--- src/rtl/gpio_pixel_streamer.sv ---
// ---------------------------------------------------------------------------
// gpio_pixel_streamer
//
// Streams one frame of pixel bytes from a word-addressed pixel RAM to an
// external host over an 8-bit GPIO bus with a 4-phase req/ack handshake.
// A start pulse picks one of two regions: input image or result image.
// Reads are prefetched into a small FIFO so that RAM latency stays hidden
// behind the slow handshake.
//
// Ports
//   clk         rising-edge clock for all logic
//   rst         asynchronous reset, active low
//   start       one-cycle pulse; accepted only when idle
//   region_sel  sampled with start: 0 = input region, 1 = result region
//   mem_addr    18-bit word address to the pixel RAM
//   mem_rd      read strobe; mem_rdata is valid exactly one cycle later
//   mem_rdata   pixel byte from the RAM
//   gpio_data   byte driven to the pins; stable while gpio_req is high
//   gpio_req    4-phase request to the host
//   gpio_ack    host acknowledge; asynchronous, synchronised internally
//   busy        high while a frame is in progress
//   done        one-cycle pulse when the frame has fully handed off
//
// Optional build macro
//   PIXEL_CHECKSUM_EN : when defined, the design appends one extra handshake
//                       byte to every frame. That byte is the modulo-256 sum
//                       of all pixel bytes sent in the frame.
// ---------------------------------------------------------------------------
module gpio_pixel_streamer #(
    parameter int unsigned IN_BASE    = 0,
    parameter int unsigned IN_LEN     = 160000,
    parameter int unsigned OUT_BASE   = 160000,
    parameter int unsigned OUT_LEN    = 40000,
    parameter int unsigned FIFO_DEPTH = 4
) (
    input  logic        clk,
    input  logic        rst,
    input  logic        start,
    input  logic        region_sel,
    output logic [17:0] mem_addr,
    output logic        mem_rd,
    input  logic [7:0]  mem_rdata,
    output logic [7:0]  gpio_data,
    output logic        gpio_req,
    input  logic        gpio_ack,
    output logic        busy,
    output logic        done
);

    localparam int unsigned AW = $clog2(FIFO_DEPTH);
    localparam int unsigned CW = AW + 1;

    localparam logic [17:0] IN_BASE18  = 18'(IN_BASE);
    localparam logic [17:0] IN_LEN18   = 18'(IN_LEN);
    localparam logic [17:0] OUT_BASE18 = 18'(OUT_BASE);
    localparam logic [17:0] OUT_LEN18  = 18'(OUT_LEN);

    typedef enum logic [1:0] {
        S_IDLE,
        S_STREAM,
        S_DRAIN,
        S_FINISH
    } state_t;

    state_t          r_state;
    state_t          w_next;

    logic [17:0]     r_addr;
    logic [17:0]     r_rd_left;
    logic            r_inflight;

    logic [7:0]      r_fifo [FIFO_DEPTH];
    logic [AW-1:0]   r_wp;
    logic [AW-1:0]   r_rp;
    logic [CW-1:0]   r_cnt;

    logic            r_ack_s1;
    logic            r_ack_s2;
    logic            r_req;
    logic [7:0]      r_data;

    logic [CW:0]     w_occ;
    logic            w_rd;
    logic            w_wr;
    logic            w_pop;
    logic            w_fifo_empty;
    logic            w_hs_idle;
    logic            w_drained;
    logic            w_start_ok;

`ifdef PIXEL_CHECKSUM_EN
    logic [7:0]      r_sum;
    logic            r_ck_sent;
    logic            w_ck_send;
`endif

    // Reads already issued count against FIFO space. Because of this, the
    // FIFO can never be written while it is full.
    assign w_occ        = {1'b0, r_cnt} + {{CW{1'b0}}, r_inflight};
    assign w_rd         = (r_state == S_STREAM) && (r_rd_left != 18'd0)
                          && (w_occ < (CW+1)'(FIFO_DEPTH));
    assign w_wr         = r_inflight;
    assign w_fifo_empty = (r_cnt == '0);
    // A new byte may only be presented once the host has released ack.
    assign w_hs_idle    = !r_req && !r_ack_s2;
    assign w_pop        = w_hs_idle && !w_fifo_empty;
    assign w_drained    = w_fifo_empty && !r_inflight && w_hs_idle;
    assign w_start_ok   = (r_state == S_IDLE) && start;

    assign mem_addr  = r_addr;
    assign mem_rd    = w_rd;
    assign gpio_data = r_data;
    assign gpio_req  = r_req;

    always_ff @(posedge clk or negedge rst) begin
        if (!rst) begin
            r_state <= S_IDLE;
        end else begin
            r_state <= w_next;
        end
    end

    always_comb begin
        w_next = r_state;
        busy   = 1'b0;
        done   = 1'b0;
`ifdef PIXEL_CHECKSUM_EN
        w_ck_send = 1'b0;
`endif
        case (r_state)
            S_IDLE: begin
                if (start) begin
                    w_next = S_STREAM;
                end
            end
            S_STREAM: begin
                busy = 1'b1;
                if ((r_rd_left == 18'd0) || (w_rd && (r_rd_left == 18'd1))) begin
                    w_next = S_DRAIN;
                end
            end
            S_DRAIN: begin
                busy = 1'b1;
                if (w_drained) begin
`ifdef PIXEL_CHECKSUM_EN
                    if (r_ck_sent) begin
                        w_next = S_FINISH;
                    end else begin
                        w_ck_send = 1'b1;
                    end
`else
                    w_next = S_FINISH;
`endif
                end
            end
            S_FINISH: begin
                busy   = 1'b1;
                done   = 1'b1;
                w_next = S_IDLE;
            end
            default: begin
                w_next = S_IDLE;
            end
        endcase
    end

    // The address stops at the last word of the region and does not move
    // past it, even though r_rd_left still counts down to zero.
    always_ff @(posedge clk or negedge rst) begin
        if (!rst) begin
            r_addr     <= 18'd0;
            r_rd_left  <= 18'd0;
            r_inflight <= 1'b0;
        end else begin
            r_inflight <= w_rd;
            if (w_start_ok) begin
                r_addr    <= region_sel ? OUT_BASE18 : IN_BASE18;
                r_rd_left <= region_sel ? OUT_LEN18  : IN_LEN18;
            end else if (w_rd) begin
                r_rd_left <= r_rd_left - 18'd1;
                if (r_rd_left != 18'd1) begin
                    r_addr <= r_addr + 18'd1;
                end
            end
        end
    end

    // FIFO storage needs no reset. The pointers and the count decide
    // which entries are valid.
    always_ff @(posedge clk) begin
        if (w_wr) begin
            r_fifo[r_wp] <= mem_rdata;
        end
    end

    always_ff @(posedge clk or negedge rst) begin
        if (!rst) begin
            r_wp  <= '0;
            r_rp  <= '0;
            r_cnt <= '0;
        end else begin
            if (w_wr) begin
                r_wp <= r_wp + AW'(1);
            end
            if (w_pop) begin
                r_rp <= r_rp + AW'(1);
            end
            case ({w_wr, w_pop})
                2'b10:   r_cnt <= r_cnt + CW'(1);
                2'b01:   r_cnt <= r_cnt - CW'(1);
                default: r_cnt <= r_cnt;
            endcase
        end
    end

    always_ff @(posedge clk or negedge rst) begin
        if (!rst) begin
            r_ack_s1 <= 1'b0;
            r_ack_s2 <= 1'b0;
            r_req    <= 1'b0;
            r_data   <= 8'd0;
        end else begin
            r_ack_s1 <= gpio_ack;
            r_ack_s2 <= r_ack_s1;
            if (w_pop) begin
                r_data <= r_fifo[r_rp];
                r_req  <= 1'b1;
`ifdef PIXEL_CHECKSUM_EN
            end else if (w_ck_send) begin
                r_data <= r_sum;
                r_req  <= 1'b1;
`endif
            end else if (r_req && r_ack_s2) begin
                r_req <= 1'b0;
            end
        end
    end

`ifdef PIXEL_CHECKSUM_EN
    always_ff @(posedge clk or negedge rst) begin
        if (!rst) begin
            r_sum     <= 8'd0;
            r_ck_sent <= 1'b0;
        end else begin
            if (w_start_ok) begin
                r_sum     <= 8'd0;
                r_ck_sent <= 1'b0;
            end else begin
                if (w_pop) begin
                    r_sum <= r_sum + r_fifo[r_rp];
                end
                if (w_ck_send) begin
                    r_ck_sent <= 1'b1;
                end
            end
        end
    end
`endif

endmodule

--- config.mk ---
export PLATFORM = sky130hd
export DESIGN_NAME = gpio_pixel_streamer
export DESIGN_NICKNAME = d
export VERILOG_FILES = /design/src/rtl/gpio_pixel_streamer.sv
export SDC_FILE = /design/constraint.sdc
export NUM_CORES = 1
export LEC_CHECK = 0
export CORE_MARGIN = 10
export CORE_UTILIZATION = 61
export CTS_BUF_LIST = sky130_fd_sc_hd__clkbuf_16
export DETAILED_ROUTE_END_ITERATION = 10
export HOLD_SLACK_MARGIN = 0.03
export PLACE_DENSITY = 0.85
export SLEW_MARGIN = 5
export SYNTH_ARGS = -nofsm -noshare
export SYNTH_HDL_FRONTEND = slang
export SYNTH_SLANG_ARGS = --single-unit
--- constraint.sdc ---
create_clock -name clk -period 5.7 [get_ports clk]
set_clock_uncertainty 0.2 [all_clocks]
set_input_delay 0.57 -clock clk [delete_from_list [all_inputs] [get_ports clk]]
set_output_delay 0.57 -clock clk [all_outputs]
set_load 0.01 [all_outputs]
==> results of run 1 <==
-- power breakdown --
| group | switching (mW) | leakage [nW] | internal (mW) |
|---|---|---|---|
| combinational | 0.372 | 0.837 | 0.404 |
| clock | 0.270 | 0.142 | 0.308 |
| sequential | 0.195 | 0.917 | 0.862 |
| total | 0.837 | 1.90 | 1.57 |
-- through the flow --
stage               area (sq um)  std cells  utilization  worst slack, ns
detailed placement          4696        457       0.6950            2.812
floorplan                   4222        344            -            3.224
global placement            4696        457       0.6950            2.875
finish                      4991        473       0.7387            2.331
global route                4991        473       0.7387            2.199
CTS                         4991        473       0.7387            2.354
-- routing by layer --
metal	part of all wire	wire length [microns]
met1	0.41	3755
met2	0.50	4652
met3	0.062	577
met4	0.027	253
met5	0	0
-- sequential cells by signal, indices dropped and copies added, names as in the netlist, 2 cells and up --
signal / count
gpio_data: 8
r_rd_left: 18
r_state: 2
r_cnt: 3
r_wp: 2
r_rp: 2
r_fifo: 32
mem_addr: 18
-- layout make-up --
cell class	instances	area (sq um)	area share
timing repair buffer	44	430.4	0.08624
clock buffer	9	225.2	0.04512
tap	80	100.1	0.02006
multi-input combinational	231	1729	0.3465
inverter	13	48.80	0.009777
clock inverter	7	70.07	0.01404
sequential	89	2387	0.4783
-- worst register-to-register path: cells and delay by family (launching register included) --
kind	cells	cell delay, ns
AND/OR/NAND/NOR	3	1.41
adder cells (fa/ha/maj)	1	0.27
buffers and inverters	1	0.15
flip-flops	1	0.41
-- cells in the final DEF (no fill, tap or decap), types with 10 or more instances in the layout --
cell and count:
nand2_1 23, a21oi_1 20, ha_1 14, or3_1 10
clkdlybuf4s50_1 41, edfxtp_1 32, dfrtp_1 57, inv_1 13
xnor2_1 10, nor2_1 23
-- logic make-up (layout without fill, tap and decap cells) --
family / count (synthesis) / in the layout / share of synthesized area
mux: 21 / 21 / 0.07617
xor+xnor: 16 / 16 / 0.03319
flops: 89 / 89 / 0.5655
buf+inv: 24 / 73 / 0.02489
fa+ha+maj: 15 / 15 / 0.04624
compound gates: 64 / 64 / 0.1011
simple gates: 115 / 115 / 0.1529
-- worst paths after layout --
kind | start | end | slack, ns | cells after the start
max in group asynchronous | rst | mem_addr[6] | 4.65 | 2
min reg2reg | r_ack_s1 | r_ack_s2 | 0.15 | 0
min | r_ack_s1 | r_ack_s2 | 0.15 | 0
min in group asynchronous | rst | r_rd_left[6] | 0.17 | 2
max | r_rd_left[10] | mem_rd | 2.33 | 4
max reg2reg | r_state[0] | r_rd_left[11] | 3.10 | 5
==> run metrics, run 1 <==
count of synthesis-stage warnings from yosys=0; transition time of the tightest slew-check pin=0.8736 ns; maximum frequency from static timing analysis=0.2969 GHz; Mapped Area=0.004222 sq mm; wire length of the first global-routing pass=14,880 microns; busiest grt layer=met2; core region area=0.006756 sq mm; final wirelength=9238 microns; most instantiated library cell after synthesis=dfrtp_1; share of synthesized registers carrying an async set or reset=0.6404; total number of clock tree sinks=89; Layout area overhead=18.23%; count of boundary I/O pins=43; cell-by-cell listing of the critical path=nor3_1, and3_1, a21oi_1, clkdlybuf4s50_1; count of input and output buffers=42; Net Count, Synth=372; Via density=6.319; worst hold-check path type=reg2reg; number of maximum-capacitance violations=0; Die H=103.2 microns; number of violations reported at the end of detailed-routing iteration 0=216; DR WL/cell=19.53 microns; routability cong.=0.9494; top cell type by total area after synthesis=dfrtp_1; Congestion Overflow GR=0; relative slew slack=0.4176; overall die width=103.2 microns; routed vias=2,989; post-CTS repair timing setup buffer count=0; Synth top cells by count=dfrtp_1 (57), edfxtp_1 (32), nand2_1 (23), nor2_1 (23), a21oi_1 (20); final sum of negative setup slack=0 ns; Period minus WS final=3.369 ns; DP Wirelength=6167 microns; final number of setup-violating endpoints=0; met3 global-route usage=0.04319; H-tree depth=3; Mapped Avg Cell Area=12.27 sq um; post-route worst hold slack=0.1475 ns; met1 routing resource usage after global routing=0.2159; antenna violations before repair=0; fraction of final layout cells with drive strength greater than 1=0.1425; Placement Rows=30; worst voltage drop across the vdd grid=0.3002 mV; leading post-synthesis cells by cell area=dfrtp_1 (34%), edfxtp_1 (23%), mux4_2 (4.3%), ha_1 (4.1%), a21oi_1 (2.4%); via count of the first global-routing pass=2,985; worst-path maximum fanout=13; number of enable-type register cells in the synthesized netlist=32; CTS clk-pin slew, worst paths=0.07 ns; clock latency on the worst-skew pair=0.34 ns; diode insertion count for antenna repair=0; sequential-to-total area share from yosys stat=0.5655; buffering stage count on the worst path with inverters included=1; initial standard-cell utilization of the core=0.6248; Filler Cells Inserted=454; CTS tree=yes; maximum cell stage delay along the critical path=0.56 ns; Critical-path top delay cell=clkdlybuf4s50_1; run status=finished clean; number of clock buffers inserted by TritonCTS=9; most instantiated flip-flop cell in the synthesis netlist=dfrtp_1; Crit Path Class=reg2out; number of failing hold endpoints at the final stage=0; clock buffer depth=2; unrepaired setup endpoints after global routing=no; final antenna-violating net count=0; crit path capture type=output port; total power divided by cell area=482.9 mW/mm^2; P_leak=1.896 nW; gate count after technology mapping=344; Top Family by Delay on Critical Path=simple AND/OR/NAND/NOR gates; Distinct cells, synth=53; final net count=416; data arrival time of the worst path=2.60 ns; Post-CTS Resized=0; Total GRT Usage=0.1825; Global Route met2 Usage=0.3120; final clock period utilization by the worst path=0.5910; DRC violations left=0; # hold bufs at CTS=0; largest net degree at the start of global routing=58; root buffer selected by CTS=clkbuf_16; area share of the largest cell type after synthesis=0.3379; final-report max-slew violation count=0; register bit total from synthesis=89; critical path startpoint category=flop; DIE AREA=0.01065 sq mm; PnR Total Power=2.410 mW; drt pass-1 iters=5; worst endpoint required time=4.93 ns
No activity file was read; power rests on OpenSTA's default activity.
==> inputs of run 2 (changes only) <==
CORE_UTILIZATION = 51   (was 61)
PLACE_DENSITY = 0.76   (was 0.85)
clock period = 3 ns   (was 5.7 ns; I/O delays follow)
==> run metrics, run 2 (same netlist as run 1, synthesis figures left out) <==
count of input and output buffers=42 (unchanged); final sum of negative setup slack=0 ns (unchanged); Period minus WS final=2.859 ns; worst hold-check path type=reg2reg; unrepaired setup endpoints after global routing=no; wire length of the first global-routing pass=14,790 microns (-0.65%); fin area=0.005086 sq mm (+1.9%); maximum cell stage delay along the critical path=0.64 ns (+0.08 ns); Via density=5.787 (-8.4%); crit path capture type=output port; worst-path maximum fanout=10 (-3); DR WL/cell=17.59 microns (-9.9%); data arrival time of the worst path=2.36 ns (-0.24 ns); run status=finished clean; core region area=0.008134 sq mm (+20%); routability cong.=0.8282 (-13%); commonest non-fill, non-tap cells in the layout=dfrtp_1 (57), clkdlybuf4s50_1 (41), edfxtp_1 (32), nand2_1 (23), nor2_1 (23); cell-by-cell listing of the critical path=a31oi_4, nand2_1, a21oi_1, clkdlybuf4s50_1; overall die width=111.0 microns (+7.5%); max reg flops=32 (unchanged); DP Wirelength=6138 microns (-0.48%); CTS clk-pin slew, worst paths=0.07 ns (about the same); number of clock buffers inserted by TritonCTS=9 (unchanged); total number of clock tree sinks=89 (unchanged); final antenna-violating net count=0 (unchanged); diode insertion count for antenna repair=0 (unchanged); Layout area overhead=20.48%; register bank with the most flops=r_fifo; maximum frequency from static timing analysis=0.3498 GHz; DIE AREA=0.01232 sq mm (+16%); routed vias=2,911 (-2.6%); Crit Path Class=reg2out; drt pass-1 iters=4 (-1); initial standard-cell utilization of the core=0.5190 (-0.1058); final clock period utilization by the worst path=0.9529; buffering stage count on the worst path with inverters included=1 (unchanged); H-tree depth=3 (unchanged); final wirelength=8849 microns (-4.2%); Total GRT Usage=0.1444 (-0.03813); number of violations reported at the end of detailed-routing iteration 0=202 (-6.5%); antenna violations before repair=0 (unchanged); Critical-path top delay cell=clkdlybuf4s50_1; number of maximum-capacitance violations=0 (unchanged); transition time of the tightest slew-check pin=0.7248 ns (-0.1488 ns); clock latency on the worst-skew pair=0.33 ns (about the same); DRC violations left=0 (unchanged); final net count=421 (+1.2%); worst endpoint required time=2.50 ns (-2.43 ns); root buffer selected by CTS=clkbuf_16; critical path startpoint category=flop; Die H=111.0 microns (+7.5%); most frequent standard cell in the layout excluding fill and tap cells=dfrtp_1; clock buffer depth=2 (unchanged); number of failing hold endpoints at the final stage=0 (unchanged); Post-DP Area=0.004775 sq mm (+1.7%); final-report max-slew violation count=0 (unchanged); via count of the first global-routing pass=2,975 (-0.34%); Congestion Overflow GR=0 (unchanged); largest net degree at the start of global routing=58 (unchanged); relative slew slack=0.5136 (+0.09597); Top Family by Delay on Critical Path=compound AO/OA/AOI/OAI gates; count of boundary I/O pins=43 (unchanged); P_leak=1.929 nW (+1.8%); worst voltage drop across the vdd grid=0.4772 mV (+59%); Placement Rows=33 (+10%); CTS tree=yes; fraction of final layout cells with drive strength greater than 1=0.1533 (+0.01077); PnR Total Power=4.547 mW (+89%); final number of setup-violating endpoints=0 (unchanged); total power divided by cell area=894.1 mW/mm^2 (+85%)
[run 2: changes by cell type in the layout (fill, tap and decap cells not counted), sizes merged]
cell         delta
dlygate4sd3     +1
buf             +4
[run 2: routing by layer]
| metal | wire [microns] | track usage |
|---|---|---|
| met3 | 343 | 0.03463 |
| met1 | 4001 | 0.1852 |
| met4 | 60 | 0.04080 |
| met2 | 4444 | 0.2366 |
| met5 | 0 | 0 |
[run 2: layout make-up]
class | instances | area (sq um)
clock buffers | 9 | 225.2
clock inverters | 7 | 70.07
fillers | 618 | 3048
inverters | 13 | 48.80
multi-input cells | 231 | 1740
flip-flops and latches | 89 | 2387
well taps | 105 | 131.4
repair buffers | 49 | 483.0
[run 2: final timing paths]
check | start | endpoint | slack (ns) | cells past startpoint
max in group asynchronous | rst | r_state[0] | 2.04 | 3
min | r_ack_s1 | r_ack_s2 | 0.15 | 0
min reg2reg | r_ack_s1 | r_ack_s2 | 0.15 | 0
max | r_inflight | mem_rd | 0.14 | 4
min in group asynchronous | rst | gpio_data[2] | 0.29 | 3
max reg2reg | r_cnt[0] | r_cnt[2] | 0.34 | 8
[run 2: metrics by stage]
| step | hold slack [ns] | util | setup WS, ns | instances |
|---|---|---|---|---|
| floorplan | -0.1956 | - | 0.5241 | 344 |
| global placement | 0.1307 | 0.5870 | 0.2166 | 486 |
| detailed placement | 0.1310 | 0.5870 | 0.07658 | 486 |
| CTS | 0.1557 | 0.6245 | 0.07089 | 503 |
| global route | 0.1712 | 0.6253 | 0.02726 | 503 |
| finish | 0.1539 | 0.6253 | 0.1413 | 503 |
[run 2: where the power goes]
part / internal [mW] / switching [mW]
Clock: 0.585 / 0.509
Sequential: 1.64 / 0.355
Combinational: 0.772 / 0.689
Total: 2.99 / 1.55
[run 2: repair_timing]
action,in CTS,in global routing
setup endpoints to repair,0,1
hold buffers,1,0
gates resized for setup,0,1
endpoints found under the hold margin,57,0
buffers inserted,0,0
==> inputs of run 3 (changes only) <==
CORE_UTILIZATION = 57   (was 51)
PLACE_DENSITY = 0.8   (was 0.76)
TNS_END_PERCENT = 1   (was not set)
clock period = 2.95 ns   (was 3 ns; I/O delays follow)
==> run metrics, run 3 (same netlist as run 1, synthesis figures left out) <==
run status=finished clean; final clock period utilization by the worst path=0.9276; fraction of final layout cells with drive strength greater than 1=0.1533 (unchanged); final wirelength=9047 microns (+2.2%); unrepaired setup endpoints after global routing=no; final antenna-violating net count=0 (unchanged); depth of the most critical reg-to-reg path=5 (-3); final number of setup-violating endpoints=0 (unchanged); Filler Cells Inserted=513 (-17%); routed vias=2,931 (+0.69%); max reg flops=32 (unchanged); P_leak=1.917 nW (-0.63%); final design utilization=0.7014 (+0.07607); initial standard-cell utilization of the core=0.5852 (+0.06616); count of boundary I/O pins=43 (unchanged); relative slew slack=0.5042 (-0.009360); final-report max-slew violation count=0 (unchanged); CTS tree=yes; critical path startpoint category=flop; Layout area overhead=19.86%; final sum of negative setup slack=0 ns (unchanged); Placement Rows=31 (-6.1%); antenna violations before repair=0 (unchanged); maximum frequency from static timing analysis=0.3654 GHz; number of failing hold endpoints at the final stage=0 (unchanged); H-tree depth=3 (unchanged); number of maximum-capacitance violations=0 (unchanged); DR WL/cell=18.20 microns (+3.5%); via count of the first global-routing pass=2,936 (-1.3%); total number of clock tree sinks=89 (unchanged); CTS clk-pin slew, worst paths=0.07 ns (about the same); final net count=421 (unchanged); number of clock buffers inserted by TritonCTS=9 (unchanged); number of violations reported at the end of detailed-routing iteration 0=198 (-2.0%); post-CTS repair timing setup buffer count=0 (unchanged); termination of the worst setup path=mem_rd; worst hold-check path type=reg2reg; root buffer selected by CTS=clkbuf_16; routability cong.=0.9143 (+10%); FF-to-FF End=r_state[1]; wire length of the first global-routing pass=14,890 microns (+0.70%); drt pass-1 iters=5 (+1); Via density=5.897 (+1.9%); overall die width=106.1 microns (-4.4%); Crit Path Class=reg2out; register bank with the most flops=r_fifo; total power divided by cell area=915.6 mW/mm^2 (+2.4%); transition time of the tightest slew-check pin=0.7387 ns (+0.01395 ns); DIE AREA=0.01125 sq mm (-8.7%); DRC violations left=0 (unchanged); count of input and output buffers=42 (unchanged); register-to-register setup slack=0.43 ns (+0.09 ns); clock latency on the worst-skew pair=0.34 ns (about the same); worst voltage drop across the vdd grid=0.5131 mV (+7.5%); worst endpoint required time=2.46 ns (-0.04 ns); crit path capture type=output port; DP Wirelength=6421 microns (+4.6%); origin of the worst setup path=r_inflight; Total GRT Usage=0.1640 (+0.01961); data arrival time of the worst path=2.24 ns (-0.12 ns); clock buffer depth=2 (unchanged); Die H=106.1 microns (-4.4%); most frequent standard cell in the layout excluding fill and tap cells=dfrtp_1; Period minus WS final=2.736 ns; diode insertion count for antenna repair=0 (unchanged); Congestion Overflow GR=0 (unchanged); core region area=0.007214 sq mm (-11%); launch instance of the worst register-to-register path=r_rd_left[14]; largest net degree at the start of global routing=27 (-53%); worst-path maximum fanout=10 (unchanged); commonest non-fill, non-tap cells in the layout=dfrtp_1 (57), clkdlybuf4s50_1 (41), edfxtp_1 (32), nand2_1 (23), nor2_1 (23)
[run 3: area by class of cell]
type / instances / area, sq um / area share
inverters: 13 / 48.80 / 0.009644
clock buffers: 9 / 225.2 / 0.04451
flip-flops and latches: 89 / 2387 / 0.4718
clock inverters: 7 / 71.32 / 0.01409
well taps: 99 / 123.9 / 0.02448
repair buffers: 49 / 470.5 / 0.09298
multi-input cells: 231 / 1733 / 0.3425
[run 3: per-stage QoR]
stage | setup WS, ns | cells | cell area [sq um] | hold WS (ns) | power, mW
6_report | 0.2136 | 497 | 5060 | 0.1509 | 4.633
2_1_floorplan | 0.4741 | 344 | 4222 | -0.2006 | 2.912
3_3_place_gp | 0.5326 | 480 | 4750 | 0.1212 | 3.452
4_1_cts | 0.08710 | 497 | 5056 | 0.1515 | 4.668
3_5_place_dp | 0.4815 | 480 | 4750 | 0.1290 | 3.536
5_1_grt | 0.09146 | 497 | 5060 | 0.1589 | 4.901
[run 3: where the power goes]
group	internal (mW)	switching, mW
registers	1.67	0.367
clock network	0.596	0.523
logic	0.785	0.697
total	3.05	1.59
[run 3: worst max-delay path, stage by stage, from the launching register on]
cell and delay (ns):
dfrtp_1 0.52, a31oi_4 0.36, nand2_1 0.16, a21oi_2 0.25, clkdlybuf4s50_1 0.61
[run 3: worst min path at each step]
| stage | endpoint | slack, ns | startpoint | cells after the start |
|---|---|---|---|---|
| finish | r_ack_s2 | 0.15 | r_ack_s1 | 0 |
| global route | r_ack_s2 | 0.16 | r_ack_s1 | 0 |
| CTS | r_ack_s2 | 0.15 | r_ack_s1 | 0 |
| detailed placement | r_rd_left[14] | 0.13 | rst | 1 |
| global placement | r_rd_left[17] | 0.12 | rst | 1 |
| floorplan | gpio_data[0] | -0.20 | rst | 0 |
[run 3: per-layer routing]
layer	up-vias	GRT usage	routed length, microns
met5	-	0	0
met4	0	0.04449	91
li1	1381	-	-
met3	8	0.03986	508
met1	1447	0.2146	4037
met2	95	0.2668	4410
[run 3: what timing repair did]
action,4_1_cts,5_1_grt
gates resized for setup,0,1
setup endpoints to repair,0,1
hold endpoints to repair,24,0
hold buffers,1,0
